--- src/rtl/m68k_bus_master.sv ---
// m68k_bus_master
// Synchronous 68000-style bus initiator. Converts single-word client
// requests into nAS/nUDS/nLDS/RW bus cycles, finishes each cycle on nDTACK
// and aborts with ERR after TIMEOUT unacknowledged S4 cycles.
//
// Ports:
//   CLK_68KCLK, RESET             clock, synchronous active-high reset
//   REQ, REQ_WE, REQ_ADDR,
//   REQ_BE, REQ_WDATA             client request (sampled in IDLE only)
//   BUSY, ACK, ERR, RDATA, WAITS  client status / completion
//   M68K_ADDR, M68K_DOUT,
//   M68K_DOUT_EN, M68K_DIN        bus address and data
//   nAS, nUDS, nLDS, M68K_RW      bus strobes
//   nDTACK                        acknowledge from wait-state logic
module m68k_bus_master #(
  parameter int TIMEOUT = 255
) (
  input  logic        CLK_68KCLK,
  input  logic        RESET,
  input  logic        REQ,
  input  logic        REQ_WE,
  input  logic [22:0] REQ_ADDR,
  input  logic [1:0]  REQ_BE,
  input  logic [15:0] REQ_WDATA,
  output logic        BUSY,
  output logic        ACK,
  output logic        ERR,
  output logic [15:0] RDATA,
  output logic [7:0]  WAITS,
  output logic [22:0] M68K_ADDR,
  output logic [15:0] M68K_DOUT,
  output logic        M68K_DOUT_EN,
  input  logic [15:0] M68K_DIN,
  output logic        nAS,
  output logic        nUDS,
  output logic        nLDS,
  output logic        M68K_RW,
  input  logic        nDTACK
);

  localparam logic [7:0] TO_C = 8'(TIMEOUT);

  typedef enum logic [2:0] {IDLE, S0, S2, S4, S6, S7} state_t;

  state_t      state_q, state_d;
  logic        we_q, we_d;
  logic [22:0] addr_q, addr_d;
  logic [1:0]  be_q, be_d;
  logic [15:0] wdata_q, wdata_d;
  logic [7:0]  cnt_q, cnt_d;
  logic        timeout_d;

  // Registered output copies
  logic        busy_q, ack_q, err_q, dout_en_q, nas_q, nuds_q, nlds_q, rw_q;
  logic [15:0] rdata_q, dout_q;
  logic [7:0]  waits_q;
  logic [22:0] maddr_q;

  // Next-state and request latch
  always_comb begin
    state_d   = state_q;
    we_d      = we_q;
    addr_d    = addr_q;
    be_d      = be_q;
    wdata_d   = wdata_q;
    cnt_d     = cnt_q;
    timeout_d = 1'b0;
    case (state_q)
      IDLE: if (REQ) begin
        we_d    = REQ_WE;
        addr_d  = REQ_ADDR;
        be_d    = (REQ_BE == 2'b00) ? 2'b11 : REQ_BE;
        wdata_d = REQ_WDATA;
        state_d = S0;
      end
      S0: begin
        cnt_d   = 8'd0;
        state_d = S2;
      end
      S2: state_d = S4;
      S4: begin
        if (!nDTACK) begin
          state_d = S6;
        end else begin
          cnt_d = cnt_q + 8'd1;
          if (cnt_d == TO_C) begin
            state_d   = S7;
            timeout_d = 1'b1;
          end
        end
      end
      S6: state_d = S7;
      S7: state_d = IDLE;
      default: state_d = IDLE;
    endcase
  end

  // Outputs are derived from the next state so that, once registered, they
  // line up with the state the block is actually in during that cycle.
  logic as_phase, ds_phase, drive_phase;
  always_comb begin
    as_phase    = state_d inside {S2, S4, S6};
    // Writes assert data strobes one cycle after nAS, once data is stable.
    ds_phase    = we_d ? (state_d inside {S4, S6}) : as_phase;
    drive_phase = state_d inside {S0, S2, S4, S6};
  end

  always_ff @(posedge CLK_68KCLK) begin
    if (RESET) begin
      state_q   <= IDLE;
      we_q      <= 1'b0;
      addr_q    <= '0;
      be_q      <= 2'b11;
      wdata_q   <= '0;
      cnt_q     <= '0;
      busy_q    <= 1'b0;
      ack_q     <= 1'b0;
      err_q     <= 1'b0;
      dout_en_q <= 1'b0;
      nas_q     <= 1'b1;
      nuds_q    <= 1'b1;
      nlds_q    <= 1'b1;
      rw_q      <= 1'b1;
      rdata_q   <= '0;
      dout_q    <= '0;
      waits_q   <= '0;
      maddr_q   <= '0;
    end else begin
      state_q   <= state_d;
      we_q      <= we_d;
      addr_q    <= addr_d;
      be_q      <= be_d;
      wdata_q   <= wdata_d;
      cnt_q     <= cnt_d;
      busy_q    <= (state_d != IDLE);
      ack_q     <= (state_d == S7);
      err_q     <= (state_d == S7) && timeout_d;
      nas_q     <= !as_phase;
      nuds_q    <= !(ds_phase && be_d[1]);
      nlds_q    <= !(ds_phase && be_d[0]);
      rw_q      <= !(we_d && drive_phase);
      dout_en_q <= we_d && as_phase;
      if (state_d == S7) waits_q <= cnt_d;
      if (state_d == S0) maddr_q <= addr_d;
      if (state_d == S2 && we_d) dout_q <= wdata_d;
      if (state_q == S6 && !we_q) rdata_q <= M68K_DIN;
    end
  end

  assign BUSY         = busy_q;
  assign ACK          = ack_q;
  assign ERR          = err_q;
  assign RDATA        = rdata_q;
  assign WAITS        = waits_q;
  assign M68K_ADDR    = maddr_q;
  assign M68K_DOUT    = dout_q;
  assign M68K_DOUT_EN = dout_en_q;
  assign nAS          = nas_q;
  assign nUDS         = nuds_q;
  assign nLDS         = nlds_q;
  assign M68K_RW      = rw_q;

endmodule

--- config.mk ---
export PLATFORM = sky130hd
export DESIGN_NAME = m68k_bus_master
export DESIGN_NICKNAME = d
export VERILOG_FILES = /design/src/rtl/m68k_bus_master.sv
export SDC_FILE = /design/constraint.sdc
export NUM_CORES = 1
export LEC_CHECK = 0
export CORE_MARGIN = 2
export CORE_UTILIZATION = 25
export CTS_BUF_LIST = sky130_fd_sc_hd__clkbuf_16
export CTS_CLUSTER_SIZE = 12
export DETAILED_ROUTE_END_ITERATION = 10
export GPL_ROUTABILITY_DRIVEN = 0
export PLACE_DENSITY_LB_ADDON = 0.2
export SLEW_MARGIN = 20
export SYNTH_ARGS = -nofsm -noshare
export SYNTH_HDL_FRONTEND = slang
export SYNTH_SLANG_ARGS = --single-unit
export TNS_END_PERCENT = 5
--- constraint.sdc ---
create_clock -name CLK_68KCLK -period 4.5 [get_ports CLK_68KCLK]
set_input_delay 0.45 -clock CLK_68KCLK [delete_from_list [all_inputs] [get_ports CLK_68KCLK]]
set_output_delay 0.45 -clock CLK_68KCLK [all_outputs]
set_load 0.02 [all_outputs]
* After elaboration in Yosys (flattened, before gate mapping) *
Cells that the tools add are included.

word-level totals
  flip-flop bits (word level) = 124
  input port bits = 62
  logic and storage cells = 66

operators by class
  add/subtract/negate cells = 1
  eq/ne operators = 10
  muxes and demuxes = 19
  reductions and logical operators = 18

operator list
  operator                                                          number
  23-bit two-way mux                                                2
  16-bit two-way mux                                                2
  8-bit case mux with 2 select lines                                1
  3-bit case mux with 5 select lines                                1
  3-bit by 2-bit == test with 1-bit output (second input constant)  4
  3-bit == test (second input constant)                             3
  3-bit two-way mux                                                 3
  8-bit by 1-bit adder with 8-bit output (second input constant)    1
  8-bit == test (second input constant)                             1
  8-bit two-way mux                                                 1
  1-bit logical AND                                                 7
  3-bit by 1-bit == test with 1-bit output (second input constant)  2
  1-bit two-way mux                                                 6
  2-bit two-way mux                                                 3
  3-bit nonzero test                                                2
  1-bit zero test                                                   5
  4-bit nonzero test                                                1
  3-bit zero test                                                   1
  2-bit zero test                                                   1
  2-bit nonzero test                                                1

* Logic depth before layout (Yosys ltp) *
Gate-level depths: netlist (run 1).

  depth in word-level cells = 10
  gate-level depth with buffers = 8
  mapped depth without buffers = 7

* Worst setup path before layout (run 1) *
No wires, ideal clock.

  path type = register to register
  start = register cnt_q[0]
  end = register waits_q[0], in the netlist WAITS[0]
  arrival time = 1,770 ps
  data required time = 4,379 ps
  slack = 2,609 ps
  stages on the path, launching flop included = 8
  period minus slack after synthesis = 1,891 ps
  path through = dfxtp_1 ha_1 nand3_2 o21a_1 o2111ai_2 and2_4 buf_6 mux2_4

between the ends
  longest elaborated chain between the ends = 6

ends and longest elaborated chain
  element                                 line  RTL
  start, declared                         50    logic [7:0] cnt_q, cnt_d;
  start signal, assigned                  134   cnt_q <= cnt_d;
  8-bit by 1-bit adder with 8-bit output  85    cnt_d = cnt_q + 8'd1;
  8-bit == test                           86    if (cnt_d == TO_C) begin
  3-bit two-way mux                       86
  3-bit two-way mux                       82    if (!nDTACK) begin
  3-bit case mux with 5 select lines      68    case (state_q)
  3-bit == test                           143   if (state_d == S7) waits_q <= cnt_d;
  end signal, assigned                    143
  end, declared                           56    logic [7:0] waits_q;

Parallel ways exist; a longest one is shown, timed or not.
A chain may end at the register's enable or synchronous reset.

* Worst setup path after layout (run 1) *
  start = register cnt_q[0]
  end = register waits_q[3], in the netlist WAITS[3]

between the ends
  longest elaborated chain between the ends = 6

ends and longest elaborated chain
  element                                     line
  8-bit by 1-bit adder with 8-bit output (*)  85
  8-bit == test                               86
  3-bit two-way mux                           86
  3-bit two-way mux                           82
  3-bit case mux with 5 select lines          68
  3-bit == test                               143

Mark *: on every way between the ends. The rest lies on a longest branch, timed or not.

==> results of run 1 <==
-- power by group through the flow --
stage / Sequential, W / Combinational [W] / Clock [W]
floorplan: 0.00101 / 0.000127 / 0
global placement: 0.000984 / 0.000301 / 0
detailed placement: 0.000985 / 0.000302 / 0
CTS: 0.000965 / 0.000304 / 0.000828
global route: 0.000970 / 0.000325 / 0.000866
finish: 0.000964 / 0.000298 / 0.000798
-- layer usage --
metal  up-vias  routed length, µm
met1      1413               4440
met4         0                222
li1       1623                  -
met5         -                  0
met3        18                843
met2       113               4131
-- final timing paths --
| check | to | slack [ns] | cells after the start |
|---|---|---|---|
| worst max-delay path | WAITS[3] | 2.45 | 6 |
| worst min-delay path | M68K_ADDR[12] | 0.46 | 2 |
| worst max register to register | WAITS[3] | 2.45 | 6 |
| worst min register to register | M68K_ADDR[12] | 0.46 | 2 |
-- stage by stage --
step	setup WS [ns]	instance area, µm²	total power (W)	std cells
final	2.447	5524	0.002060	719
after global routing	2.289	5524	0.002161	719
after CTS	2.315	5522	0.002098	719
after detailed placement	2.084	5215	0.001288	703
after global placement	2.102	5215	0.001285	703
after floorplan	2.609	3755	0.001142	412
-- final cells by class --
cell class              count  area, µm²
flip-flops and latches    101       2022
clock buffers               9      225.2
fillers                  1466       9065
repair buffers            136       1346
multi-input cells         278       1604
inverters                   4      15.01
well taps                 184      230.2
clock inverters             7      81.33
-- registers in the layout, summed over array words and instances (netlist names), 2 cells and up --
register and count:
RDATA 16, cnt_q 8, wdata_q 16, WAITS 8, M68K_ADDR 23, state_q 3, be_q 2, M68K_DOUT 16
-- synthesized netlist by cell type (3+ instances only) --
library cell    n
dfxtp_1       101
nand2_1        89
nor2_1         45
a21oi_1        41
clkbuf_1       18
mux2i_1        17
a211oi_1       16
mux2_4          8
nor2b_1         8
buf_2           7
a311oi_1        6
nor3_1          5
inv_1           4
nand2b_1        4
nand3b_1        4
o21ai_0         4
or2_2           4
nand3_1         3
-- worst register-to-register path, cell delays in order (launching register included) --
cell and delay [ns]:
dfxtp_1 0.40, ha_1 0.27, nand3_2 0.15, o21a_1 0.24, o2111ai_2 0.26, and2_4 0.31, mux2_4 0.31
-- kinds of logic after synthesis --
group           count (synthesis)  share of synthesized area [%]
compound gates                 77                          12.90
xor+xnor                        2                         0.4666
fa+ha+maj                       2                         0.6663
buf+inv                        33                          3.832
flops                         101                          53.85
mux                            26                          8.031
simple gates                  171                          20.26
==> results.toml, run 1 <==
[clock_network]
h-tree-depth = 3
cts_tree = "done"
holdBufCountCts = 0
cts_setup_buffers = 0
numCtsBuffers = 9
clkLatencyLatePin_ns = 0.35
cts_resized = 0
cts-root-buf = "clkbuf_16"
cts_buffer_depth = 2
path_clk_slew_ns = 0.07
cts.sinks = 101

[sta]
setup_violations = 0
worst_pin_slew_ns = 0.9221
finClkSkew_ns = 0.007354
max_freq_mhz = 487.2
rsz0062_at_grt = "no"
whs_ns = 0.4567
hold_violations = 0
relSlewSlack_pct = 38.34
fin_crit_ns = 2.053
setup_tns_ns = 0
post-route-period-util_pct = 45.62
drv_slew = 0

[critical_path]
path_cells = "ha_1 > nand3_2 > o21a_1 > o2111ai_2 > and2_4 > mux2_4"
crit_path_start = "cnt_q[0]"
path_max_fanout = 10
cp-start-kind = "flop"
cp.arrival_ns = 2.29
r2r-start = "cnt_q[0]"
path_delay_family = "compound AO/OA/AOI/OAI gates"
crit_buf_inv = 0
crit_type = "reg -> reg"
worst_path_max_delay_cell = "dfxtp_1"
cp-end-kind = "flop"
crit_required_ns = 4.74
slowest_delay_ns = 0.40

[pwr]
vdd.ir_drop.worst_mv = 0.1559
p_clk_share_pct = 38.7
p_leak_nw = 1.943
swShare_pct = 26.03
pwr-share-seq_pct = 46.8
switching_power_w = 0.0005363
internal_power_w = 0.001524
comb_power_share_pct = 14.4
power.density_nw_per_um2 = 373.0

[routing]
vias = 3167
routed_wl_um = 9637
drt_first_pass_iters = 4
ant_nets = 0
drt_iter0_markers = 104
wl_per_cell_um = 13.40
vias_per_cell = 4.405
drc = 0

[final_layout]
antenna_cells = 0
utilization_pct = 37.86
final_cell_mix = "clkdlybuf4s50_1, dfxtp_1, nand2_1"
layout-drive-gt1-share_pct = 7.850
syn_to_final_growth_pct = 47.12
num-nets-final = 594
final_common_cell = "clkdlybuf4s50_1"

[global_routing]
grt_pass1_wl_um = 15410
grt-ovfl-total = 0
gr-usage-met1_pct = 15.48
grtUsageMet2_pct = 18.28
antenna_found_initial = 0
grt.busiest_layer = "met2"
grt_pass1_vias = 3024
gr-usage-met3_pct = 3.838
grt_max_degree = 58
grt_usage_pct = 12.11

[logic_synthesis]
ys_seq_area_share_pct = 53.85
synthesis.area_um2 = 3755
synth_seq_cells = 101
synth_nets = 476
synth_area_leaders = "dfxtp_1, nand2_1, a21oi_1, mux2i_1, nor2_1"
synth-edff-count = 0
yosys.area.top_type = "dfxtp_1"
ys_async_sr_fraction_pct = 0
syn_avg_cell_area_um2 = 9.114
synth_top_area_share_pct = 53.85
yosys_warnings = 0
synth.distinct_cells = 41
syn_inst = 412
synth_ff_type = "dfxtp_1"

[floorplanning]
io_pins = 133
dieArea_um2 = 16020
core-area_um2 = 14590
die_w_um = 126.6
row_count = 44
initial_core_util_pct = 25.74
fp.dieH_um = 126.6

[place]
port_buffers = 132
dp_hpwl_um = 6589

[run_status]
status = "finished, final reports clean"

[hold_path]
worstHoldStart = "M68K_ADDR[12]"
min_path_type = "reg -> reg"

[run]
cap_violations = 0
No activity file was read; power rests on OpenSTA's default activity.
==> run 2: changes to the inputs <==
==> constraint.sdc (replaced) <==
create_clock -name CLK_68KCLK -period 1.78 [get_ports CLK_68KCLK]
set_input_delay 0.178 -clock CLK_68KCLK [delete_from_list [all_inputs] [get_ports CLK_68KCLK]]
set_output_delay 0.178 -clock CLK_68KCLK [all_outputs]
set_load 0.02 [all_outputs]
==> results.toml, run 2 (synthesis gave the netlist of run 1 again) <==
[run_status]
status = "complete, but fails checks"
violations = "setup timing"

[critical_path]
path_cells = "ha_4 > nand3_4 > o21a_1 > o2111ai_2 > and2_4 > mux2_4"
crit_type = "reg -> reg"
slowest_delay_ns = 0.37
cp.arrival_ns = 2.02
cp-end-kind = "flop"
crit_required_ns = 2.01
cp-start-kind = "flop"
path_max_fanout = 5
worst_path_max_delay_cell = "dfxtp_4"

[place]
port_buffers = 132
place_inst = 724
dp_hpwl_um = 6981
post_dp_cell_area_um2 = 5430

[final_layout]
multi_input_area_um2 = 1693
final_cell_mix = "clkdlybuf4s50_1, dfxtp_1, nand2_1"
final_common_cell = "clkdlybuf4s50_1"
postLayoutCellArea_um2 = 5841
syn_to_final_growth_pct = 55.55
fin_cells = 743
layout-drive-gt1-share_pct = 13.24
largest_reg_flops = 23
num-nets-final = 619
antenna_cells = 0
nFillCells = 1438
seqCellArea_um2 = 2029

[clock_network]
holdBufCountCts = 0
clkLatencyLatePin_ns = 0.34
path_clk_slew_ns = 0.06
cts.sinks = 101
h-tree-depth = 3
cts_buffer_depth = 2
numCtsBuffers = 9
cts_tree = "done"
cts-root-buf = "clkbuf_16"

[pwr]
p_leak_nw = 2.093
power.density_nw_per_um2 = 915.4
vdd.ir_drop.worst_mv = 0.5071

[floorplanning]
dieArea_um2 = 16020
initial_core_util_pct = 25.74
core-area_um2 = 14590
io_pins = 133
fp.dieH_um = 126.6
die_w_um = 126.6
row_count = 44

[sta]
post-route-period-util_pct = 100.2
max_freq_mhz = 560.4
rsz0062_at_grt = "yes"
setup_violations = 3
whs_ns = 0.1274
fin_crit_ns = 1.784
worst_pin_slew_ns = 0.5903
hold_violations = 0
drv_slew = 0
setup_ws_ns = -0.004290
relSlewSlack_pct = 60.65
finClkSkew_ns = 0.003973

[routing]
wl_per_cell_um = 13.48
vias_per_cell = 4.398
ant_nets = 0
routed_wl_um = 10020
drc = 0
drt_first_pass_iters = 4
vias = 3268
drt_iter0_markers = 128

[hold_path]
min_path_type = "in -> reg"

[global_routing]
grt_usage_pct = 12.47
grt_pass1_wl_um = 15950
grt-ovfl-total = 0
grt_max_degree = 56
grt_pass1_vias = 3211
antenna_found_initial = 0

[run]
cap_violations = 0
run 2: cell count changes in the layout (fill, tap and decap cells not counted), moves of 2 or more:
cell	before	now
nor3_1	5	3
buf_12	0	3
nor3_2	0	2
or2_2	4	2
inv_6	2	0
or2_4	0	2
mux2i_2	0	3
dfxtp_1	101	99
dfxtp_4	0	2
clkinv_1	0	2
buf_4	4	24
mux2i_1	17	13
run 2: routing by layer:
layer  GRT usage (%)  vias up  routed length, µm
li1                -     1672                  -
met1           15.23     1493               4552
met2           19.60       88               4492
met3           4.471       15                766
met4           5.882        0                202
met5               0        -                  0
run 2: worst max-delay path: cells and delay by family (launching register included):
kind	cells	cell delay, ns
flops	1	0.37
fa+ha+maj	1	0.17
compound gates	2	0.48
simple gates	2	0.35
mux	1	0.31
run 2: what timing repair did:
item | CTS | global route
gates resized for setup | 3 | 14
pin swaps | 2 | 5
gates cloned | 1 | 0
buffers inserted | 0 | 3
setup endpoints to repair | 8 | 58
hold endpoints to repair | 0 | 0
run 2: layout make-up:
type / instances / share of cell area, %
inverters: 4 / 0.2571
clock buffers: 9 / 3.856
clock inverters: 6 / 1.371
repair buffers: 160 / 26.84
multi-input cells: 279 / 28.98
flip-flops and latches: 101 / 34.75
well taps: 184 / 3.942
run 2: final timing paths:
| kind | end | slack [ns] | cells after the start | from |
|---|---|---|---|---|
| min reg2reg | RDATA[10] | 0.46 | 2 | RDATA[10] |
| max reg2reg | WAITS[7] | -0.004 | 6 | cnt_q[1] |
| min | we_q | 0.13 | 2 | RESET |
| max | WAITS[7] | -0.004 | 6 | cnt_q[1] |
run 2: where the power goes:
group | switching [W] | internal (W)
sequential | 0.0000612 | 0.00237
combinational | 0.000414 | 0.000446
clock | 0.000840 | 0.00121
total | 0.00131 | 0.00403
run 2: through the flow:
stage          setup TNS, ns  total power (W)  util [%]  setup WS (ns)
2_1_floorplan              0         0.002887         -       0.006735
3_3_place_gp          -1.011         0.003314     37.22        -0.1088
3_5_place_dp          -2.737         0.003325     37.22        -0.1546
4_1_cts                    0         0.005398     39.41       0.008958
5_1_grt              -0.4635         0.005585     40.03       -0.06819
6_report           -0.008543         0.005347     40.03      -0.004290
==> run 3: changes to the inputs <==
--- a/config.mk
+++ b/config.mk
@@ -5,6 +5,7 @@
 export SDC_FILE = /design/constraint.sdc
 export NUM_CORES = 1
 export LEC_CHECK = 0
+export ABC_AREA = 1
 export CORE_MARGIN = 2
 export CORE_UTILIZATION = 25
 export CTS_BUF_LIST = sky130_fd_sc_hd__clkbuf_16
==> results.toml, run 3 <==
[logic_synthesis]
synthesis.area_um2 = 3966
synth_top_area_share_pct = 50.98
synth_nets = 576
ys_seq_area_share_pct = 50.98
yosys.area.top_type = "dfxtp_1"
synth_ff_type = "dfxtp_1"
ys_async_sr_fraction_pct = 0
yosysMostFrequentCell = "nor2_1"
yosys_warnings = 0
ys_top_cells_by_count = "nor2_1, dfxtp_1, nand2_1"
syn_inst = 512
synth.area.mux_share_pct = 4.038
synth.distinct_cells = 34
synth_seq_cells = 101
synth-xor-area-share_pct = 0.4416
synth-edff-count = 0
yosys.area_share.simple_pct = 25.49
synth_compound_area_share_pct = 9.653
synth_fa_ha_area_share_pct = 0.6309
syn_avg_cell_area_um2 = 7.747
synth_top_family_by_area = "simple AND/OR/NAND/NOR gates"
synth_area_leaders = "dfxtp_1, nor2_1, nand2_1, a21oi_1, inv_1"

[sta]
setup_tns_ns = -0.9708
max_freq_mhz = 525.9
relSlewSlack_pct = 65.70
post-route-period-util_pct = 106.8
hold_violations = 0
drv_slew = 0
worst_pin_slew_ns = 0.5139
setup_violations = 12
fin_crit_ns = 1.901
setup_ws_ns = -0.1214
rsz0062_at_grt = "yes"
finClkSkew_ns = 0.006668

[pwr]
vdd.ir_drop.worst_mv = 0.4252
comb_power_share_pct = 17.8
internal_power_w = 0.004266
swShare_pct = 25.94
p_leak_nw = 2.591
p_clk_share_pct = 39.7
power.density_nw_per_um2 = 938.6
switching_power_w = 0.001494
fin_total_pwr_w = 0.005760
pwr-share-seq_pct = 42.5

[hold_path]
worstHoldStart = "RESET"
hold_path_end = "be_q[1]"
min_path_type = "in -> reg"
min_path_cells = 3

[critical_path]
r2r_end = "WAITS[5]"
cp-start-kind = "flop"
rr_worst_depth = 13
r2r-start = "cnt_q[0]"
crit_type = "reg -> reg"
crit_required_ns = 2.02
path_max_fanout = 9
cp.arrival_ns = 2.14
rrSetupSlack_ns = -0.12
cp-end-kind = "flop"

[routing]
ant_nets = 0
vias_per_cell = 4.066
wl_per_cell_um = 12.01
vias = 3586
drt_first_pass_iters = 5
drt_iter0_markers = 209
routed_wl_um = 10600
drc = 0

[final_layout]
final_common_cell = "clkdlybuf4s50_1"
antenna_cells = 0
num-nets-final = 725
layout-drive-gt1-share_pct = 14.26
syn_to_final_growth_pct = 54.73
largest_reg_flops = 23
final_cell_mix = "clkdlybuf4s50_1, nor2_1, dfxtp_1"

[clock_network]
cts_tree = "done"
path_clk_slew_ns = 0.07
h-tree-depth = 3
cts.sinks = 101
numCtsBuffers = 9
clkLatencyLatePin_ns = 0.35
cts-root-buf = "clkbuf_16"
cts_buffer_depth = 2

[run_status]
violations = "setup timing"
status = "complete, but fails checks"

[global_routing]
grt-ovfl-total = 0
grt_pass1_wl_um = 16290
grt_pass1_vias = 3377
grt_usage_pct = 12.32
antenna_found_initial = 0
grt_max_degree = 69

[run]
cap_violations = 0

[floorplanning]
dieArea_um2 = 16890
row_count = 46
die_w_um = 130.0
core-area_um2 = 15710
fp.dieH_um = 130.0
io_pins = 133
initial_core_util_pct = 25.24

[place]
dp_hpwl_um = 7128
port_buffers = 132
[run 3: how the worst max path moves through the flow]
stage | slack [ns] | from | endpoint
global placement | -0.11 | REQ | M68K_DOUT[0]
floorplan | 0.04 | cnt_q[1] | WAITS[6]
finish | -0.12 | cnt_q[0] | WAITS[5]
CTS | -0.04 | cnt_q[0] | WAITS[6]
detailed placement | -0.14 | REQ | M68K_DOUT[7]
global route | -0.22 | cnt_q[0] | WAITS[1]
[run 3: repair_timing]
item	in CTS	in global routing
pin swaps	1	10
gates resized for setup	2	22
setup buffers	0	2
setup endpoints to repair	10	49
cloned	0	2
hold buffers	0	0
[run 3: power groups by stage]
stage	clock (W)	combinational [W]	sequential, W
6_report	0.00229	0.00102	0.00245
5_1_grt	0.00244	0.00112	0.00246
4_1_cts	0.00236	0.00102	0.00245
3_5_place_dp	0	0.00102	0.00250
3_3_place_gp	0	0.00101	0.00250
2_1_floorplan	0	0.000440	0.00260
[run 3: stage by stage]
| stage | setup WS, ns | instances | area [µm²] | util, % | hold slack [ns] |
|---|---|---|---|---|---|
| finish | -0.1214 | 882 | 6137 | 39.06 | 0.1997 |
| detailed placement | -0.1378 | 862 | 5658 | 36.01 | 0.4507 |
| global placement | -0.1133 | 862 | 5658 | 36.01 | 0.4517 |
| global route | -0.2231 | 882 | 6137 | 39.06 | 0.2267 |
| CTS | -0.04220 | 878 | 6008 | 38.24 | 0.1926 |
| floorplan | 0.03510 | 512 | 3970 | - | 0.3129 |
[run 3: metal layers]
metal | track usage [%] | part of all wire, % | up-vias
met3 | 2.665 | 5.4 | 10
met1 | 15.81 | 46 | 1603
met5 | 0 | 0 | -
met4 | 6.262 | 1.9 | 0
met2 | 19.56 | 47 | 83
li1 | - | - | 1890
[run 3: cells by family after synthesis]
group	count (synthesis)
compound gates	72
xor+xnor	2
fa+ha+maj	2
buf+inv	79
flops	101
mux	16
simple gates	240
[run 3: critical path: stages, from the launching register on]
cell and delay [ns]:
dfxtp_2 0.35, buf_4 0.14, nand3_1 0.14, xor2_1 0.23, nand2_1 0.09, nor2_1 0.10, nand2_1 0.09, nand2_2 0.09
nand2_2 0.05, nand2_2 0.08, nand2_4 0.09, clkbuf_16 0.18, nor2_1 0.10, nor2_1 0.06
[run 3: cell type report]
class / instances / area (µm²)
Timing Repair Buffer: 164 / 1633
Clock buffer: 9 / 225.2
Fill cell: 1568 / 9575
Clock inverter: 7 / 120.1
Inverter: 53 / 203.9
Tap cell: 216 / 270.3
Multi-Input combinational cell: 332 / 1657
Sequential cell: 101 / 2028
